### src/rtl/tdm_pkg.sv
// tdm_pkg: shared TDM framing defaults, sample/frame types and transmitter states
package tdm_pkg;
  localparam int BIT_WIDTH = 24;
  localparam int SLOTS = 4;
  localparam int SLOT_BITS = 32;
  typedef logic [BIT_WIDTH-1:0] sample_t;
  typedef sample_t frame_t [SLOTS];
  typedef enum logic {IDLE, RUN} tx_state_t;
endpackage

### src/rtl/tdm_transmit_sck_gen.sv
// sck_gen: SCK phase counter with one-cycle rise/fall strobes, held low while disabled
module sck_gen #(
  parameter int HALF_PERIOD = 16
) (
  input  logic clk_in,
  input  logic rst_in,
  input  logic en,
  output logic sck_out,
  output logic rise,
  output logic fall
);
  localparam int PW = HALF_PERIOD > 1 ? $clog2(HALF_PERIOD) : 1;
  logic [PW-1:0] phase;
  logic wrap;
  assign wrap = en && phase == PW'(HALF_PERIOD - 1);
  assign rise = wrap && !sck_out;
  assign fall = wrap && sck_out;
  always_ff @(posedge clk_in) begin
    if (rst_in || !en) begin
      phase <= '0;
      sck_out <= 1'b0;
    end else begin
      phase <= wrap ? '0 : phase + 1'b1;
      sck_out <= sck_out ^ wrap;
    end
  end
endmodule

### src/rtl/tdm_transmit.sv
// tdm_transmit: TDM serial transmitter, one WS-prefixed frame of MSB-first slots per load
module tdm_transmit import tdm_pkg::*; #(
  parameter int BIT_WIDTH = tdm_pkg::BIT_WIDTH,
  parameter int SLOTS = tdm_pkg::SLOTS,
  parameter int SLOT_BITS = tdm_pkg::SLOT_BITS,
  parameter int HALF_PERIOD = 16
) (
  input  logic clk_in,
  input  logic rst_in,
  input  logic enable_in,
  input  logic [SLOTS-1:0][BIT_WIDTH-1:0] audio_in,
  input  logic audio_valid_in,
  output logic ready_out,
  output logic sck_out,
  output logic ws_out,
  output logic sd_out,
  output logic frame_start_out,
  output logic underrun_out
);
  localparam int LAST = SLOTS * SLOT_BITS;
  localparam int IW = $clog2(LAST + 1);
  localparam int PW = $clog2(SLOT_BITS + 1);
  localparam int FW = SLOTS * BIT_WIDTH;
  tx_state_t state, next_state;
  logic [SLOTS-1:0][BIT_WIDTH-1:0] hold, active, src;
  logic [FW-1:0] shreg, src_bits;
  logic [IW-1:0] bit_idx;
  logic [PW-1:0] pos;
  logic hold_full, accept, load, frame_end, fall, in_word, sck_rise_unused;
  sck_gen #(.HALF_PERIOD(HALF_PERIOD)) u_sck (
    .clk_in(clk_in),
    .rst_in(rst_in),
    .en(state == RUN),
    .sck_out(sck_out),
    .rise(sck_rise_unused),
    .fall(fall)
  );
  assign ready_out = !hold_full;
  assign accept = audio_valid_in && !hold_full;
  assign frame_end = fall && bit_idx == IW'(LAST);
  assign load = enable_in && (state == IDLE || frame_end);
  assign in_word = pos < PW'(BIT_WIDTH);
  assign src = hold_full ? hold : active;
  always_comb next_state = load ? RUN : (frame_end ? IDLE : state);
  // slot 0 occupies the top of the shift register so it leaves first
  always_comb begin
    src_bits = '0;
    for (int s = 0; s < SLOTS; s++) src_bits[(SLOTS-s)*BIT_WIDTH-1 -: BIT_WIDTH] = src[s];
  end
  always_ff @(posedge clk_in) state <= rst_in ? IDLE : next_state;
  always_ff @(posedge clk_in) begin
    if (rst_in) begin
      hold <= '0;
      active <= '0;
      shreg <= '0;
      hold_full <= 1'b0;
      bit_idx <= '0;
      pos <= '0;
      ws_out <= 1'b0;
      sd_out <= 1'b0;
      frame_start_out <= 1'b0;
      underrun_out <= 1'b0;
    end else begin
      frame_start_out <= load;
      underrun_out <= load && !hold_full;
      if (accept) hold <= audio_in;
      hold_full <= accept || (hold_full && !load);
      if (load) begin
        active <= src;
        shreg <= src_bits;
        bit_idx <= '0;
        pos <= '0;
        ws_out <= 1'b1;
        sd_out <= 1'b0;
      end else if (frame_end) begin
        bit_idx <= '0;
        ws_out <= 1'b0;
        sd_out <= 1'b0;
      end else if (fall) begin
        bit_idx <= bit_idx + 1'b1;
        pos <= pos == PW'(SLOT_BITS - 1) ? '0 : pos + 1'b1;
        ws_out <= 1'b0;
        sd_out <= in_word && shreg[FW-1];
        if (in_word) shreg <= shreg << 1;
      end
    end
  end
endmodule

### config.mk
export PLATFORM = sky130hd
export DESIGN_NAME = tdm_transmit
export DESIGN_NICKNAME = d
export VERILOG_FILES = /design/src/rtl/tdm_pkg.sv /design/src/rtl/tdm_transmit_sck_gen.sv /design/src/rtl/tdm_transmit.sv
export SDC_FILE = /design/constraint.sdc
export NUM_CORES = 1
export LEC_CHECK = 0
export ABC_AREA = 1
export CAP_MARGIN = 20
export CORE_MARGIN = 8
export CORE_UTILIZATION = 60
export DETAILED_ROUTE_END_ITERATION = 10
export PLACE_DENSITY_LB_ADDON = 0.08
export SLEW_MARGIN = 20
export SYNTH_ARGS = -nofsm -noshare
export SYNTH_HDL_FRONTEND = slang
export SYNTH_SLANG_ARGS = --single-unit
### constraint.sdc
create_clock -name clk_in -period 3.2 [get_ports clk_in]
set_clock_uncertainty 0.15 [all_clocks]
set_input_delay 0.48 -clock clk_in [delete_from_list [all_inputs] [get_ports clk_in]]
set_output_delay 0.48 -clock clk_in [all_outputs]
set_load 0.01 [all_outputs]
==> flow_summary.toml <==
[setup_path]
worstPathRequired_ps = 3470
crit_path_max_fanout = 97
ff2ff_path_depth = 10
cp-start-kind = "flip-flop"
arrival_ps = 3110
worst-r2r-setup-slack_ps = 360
worstSetupPathType = "flip-flop to flip-flop"
cp-end-kind = "flip-flop"

[placement]
place_congestion = 0.790
placed_cell_area_um2 = 15200
port_buffers = 105
hpwl_mm = 19.3
pre_cts_slack_ps = 389

[timing]
maxSlewViolCount = 0
setup_viol = 0
tightest_slew_ps = 1100
fmax_mhz = 352
fin_crit_sh = 0.888
final_hold_viol_count = 0
post-route-min-period_ps = 2840
maxSlewHeadroom = 0.267
tns_ps = 0
grt_setup_unrepaired = "no"
fin_ws_ps = 359

[die]
die_w_um = 170
fp-row-count = 56
die-area_um2 = 29100
fp.dieH_um = 170
coreArea_um2 = 23500
pin_count = 106
start_util = 0.610

[clocking]
clk-insertion-delay-late_ps = 510
clockRootBuffer = "clkbuf_16"
cts_buffers = 35
cts_tree = "done"
hold_buffers = 0
clk_transition_reported_paths_ps = 60
clock_sinks = 313
cts_max_level = 2
cts_buffer_depth = 3
cts_setup_buffers = 0
cts.repair.resized = 0

[synthesis]
syn_nets = 2210
syn_area_um2 = 14300
seq_area_frac_synth = 0.438
synth_cell_types = 29
synth.avg_cell_area_um2 = 6.80
ys_ff_latch = 313
netlist_instances = 2105
yosys_warnings = 0

[power]
p_total_uw = 9150
max-vdd-ir-drop_uv = 474
power.leakage_uw = 0.00713
power_density_nw_per_um2 = 560

[finish]
syn2layout_area_growth_pct = 14.0
final_util = 0.696
fill_cells = 2034
final_area_um2 = 16300
drive_gt1_frac = 0.0465
antennaDiodeCount = 0
final_net_count = 2212

[min_path]
hold_path.class = "input pin to flip-flop"
whs_path_depth = 2

[drt]
avgRoutedWirePerCell_um = 13.8
via_per_inst = 5.37
first_pass_iters = 5
drc_errors = 0
antenna_left = 0
drt_wl_total_mm = 33.8
vias = 13100
drtIter0Drc = 1023

[global_routing]
grt_max_degree = 104
first_global_vias = 12500
grt_pass1_wl_mm = 57.2
grt_use_total = 0.230
grt-ovfl-total = 0
antenna_found_initial = 0

[flow_run]
drv_cap = 0

[outcome]
status = "finished, final reports clean"
-- cells in the mapped netlist (all sizes together) --
master,number,area [um^2]
o22ai,96,601
buf,95,546
clkinv,2,7.51
nand4,84,526
xnor2,2,17.5
inv,282,1060
nor3b,1,7.51
nor2,322,1210
dfxtp,313,6270
nand2,412,1580
and2,1,6.26
a21oi,9,45.0
o21ai,197,986
or2,1,6.26
nor3,4,20.0
ha,5,62.6
nand3,188,946
nand3b,15,113
xor2,5,43.8
clkbuf,71,267
-- through the flow --
stage / hold slack (ps) / std cells
CTS: 178 / 2448
detailed placement: 290 / 2389
global placement: 280 / 2389
floorplan: 267 / 2105
global route: 198 / 2448
finish: 197 / 2448
-- logic make-up (layout without fill, tap and decap cells) --
family / count (synthesis) / in the layout / share of synthesized area
adder cells (fa/ha/maj): 5 / 5 / 0.00437
XOR/XNOR: 7 / 7 / 0.00428
AO/OA/AOI/OAI: 302 / 302 / 0.114
flip-flops: 313 / 313 / 0.438
buffers and inverters: 450 / 474 / 0.131
AND/OR/NAND/NOR: 1028 / 1028 / 0.308
-- layer usage --
layer,part of all wire,vias up,global-route usage
met5,0,-,0
met2,0.49,298,0.411
met3,0.048,54,0.0345
li1,-,6717,-
met1,0.44,6079,0.279
met4,0.020,0,0.0717
-- report_power, final --
part	internal [uW]	switching [uW]	total, uW
Clock	2300	1530	3830
Sequential	4130	107	4240
Combinational	413	669	1080
Total	6850	2300	9150
-- cell usage in the layout (no fill, tap or decap), types with 2 or more instances in the layout --
| cell | synthesis | layout |
|---|---|---|
| ha_1 | 5 | 4 |
| nand2_2 | 3 | 2 |
| o21ai_0 | 197 | 197 |
| clkbuf_1 | 71 | 10 |
| clkdlybuf4s50_1 | 0 | 103 |
| nor3_1 | 4 | 4 |
| xor2_1 | 5 | 5 |
| nand2_4 | 3 | 4 |
| buf_12 | 0 | 3 |
| nand3_1 | 187 | 187 |
| nand4_1 | 84 | 84 |
| buf_4 | 17 | 25 |
| nor2_2 | 2 | 2 |
| clkbuf_16 | 0 | 37 |
| nand3b_1 | 15 | 15 |
| a21oi_1 | 9 | 9 |
| dfxtp_1 | 313 | 312 |
| inv_1 | 276 | 276 |
| clkinv_2 | 0 | 7 |
| clkbuf_8 | 0 | 5 |
| inv_2 | 5 | 5 |
| nor2_1 | 320 | 319 |
| o22ai_1 | 96 | 96 |
| xnor2_1 | 2 | 2 |
| nand2_1 | 406 | 405 |
-- path summary, 6_finish.rpt --
| check | from | endpoint |
|---|---|---|
| max reg2reg | u_sck.phase[0] | bit_idx[2] |
| min | rst_in | active[88] |
| min reg2reg | u_sck.phase[0] | u_sck.phase[0] |
| max | u_sck.phase[0] | bit_idx[2] |
-- critical path, stage by stage, from the launching register on --
cell,delay [ps]
dfxtp_1,320
ha_1,210
inv_1,70
nor3_1,80
ha_4,210
nand3_2,120
nand2_4,90
nand2_8,80
buf_4,720
nand3_1,470
nor3_1,230
-- final cells by class --
type / instances / area, um^2 / share of cell area
well taps: 319 / 399 / 0.0244
flip-flops and latches: 313 / 6270 / 0.384
repair buffers: 131 / 1280 / 0.0783
clock inverters: 7 / 60.1 / 0.00368
inverters: 284 / 1070 / 0.0658
clock buffers: 52 / 1030 / 0.0632
multi-input cells: 1342 / 6210 / 0.380
-- flip-flops by register name (all words and copies together), names as in the netlist --
register and flops:
hold_full 1, hold 96, u_sck.phase 4, u_sck.sck_out 1, bit_idx 8, ws_out 1
frame_start_out 1, underrun_out 1, sd_out 1, state 1, shreg 96, pos 6
active 96
No activity file was read; power rests on OpenSTA's default activity.
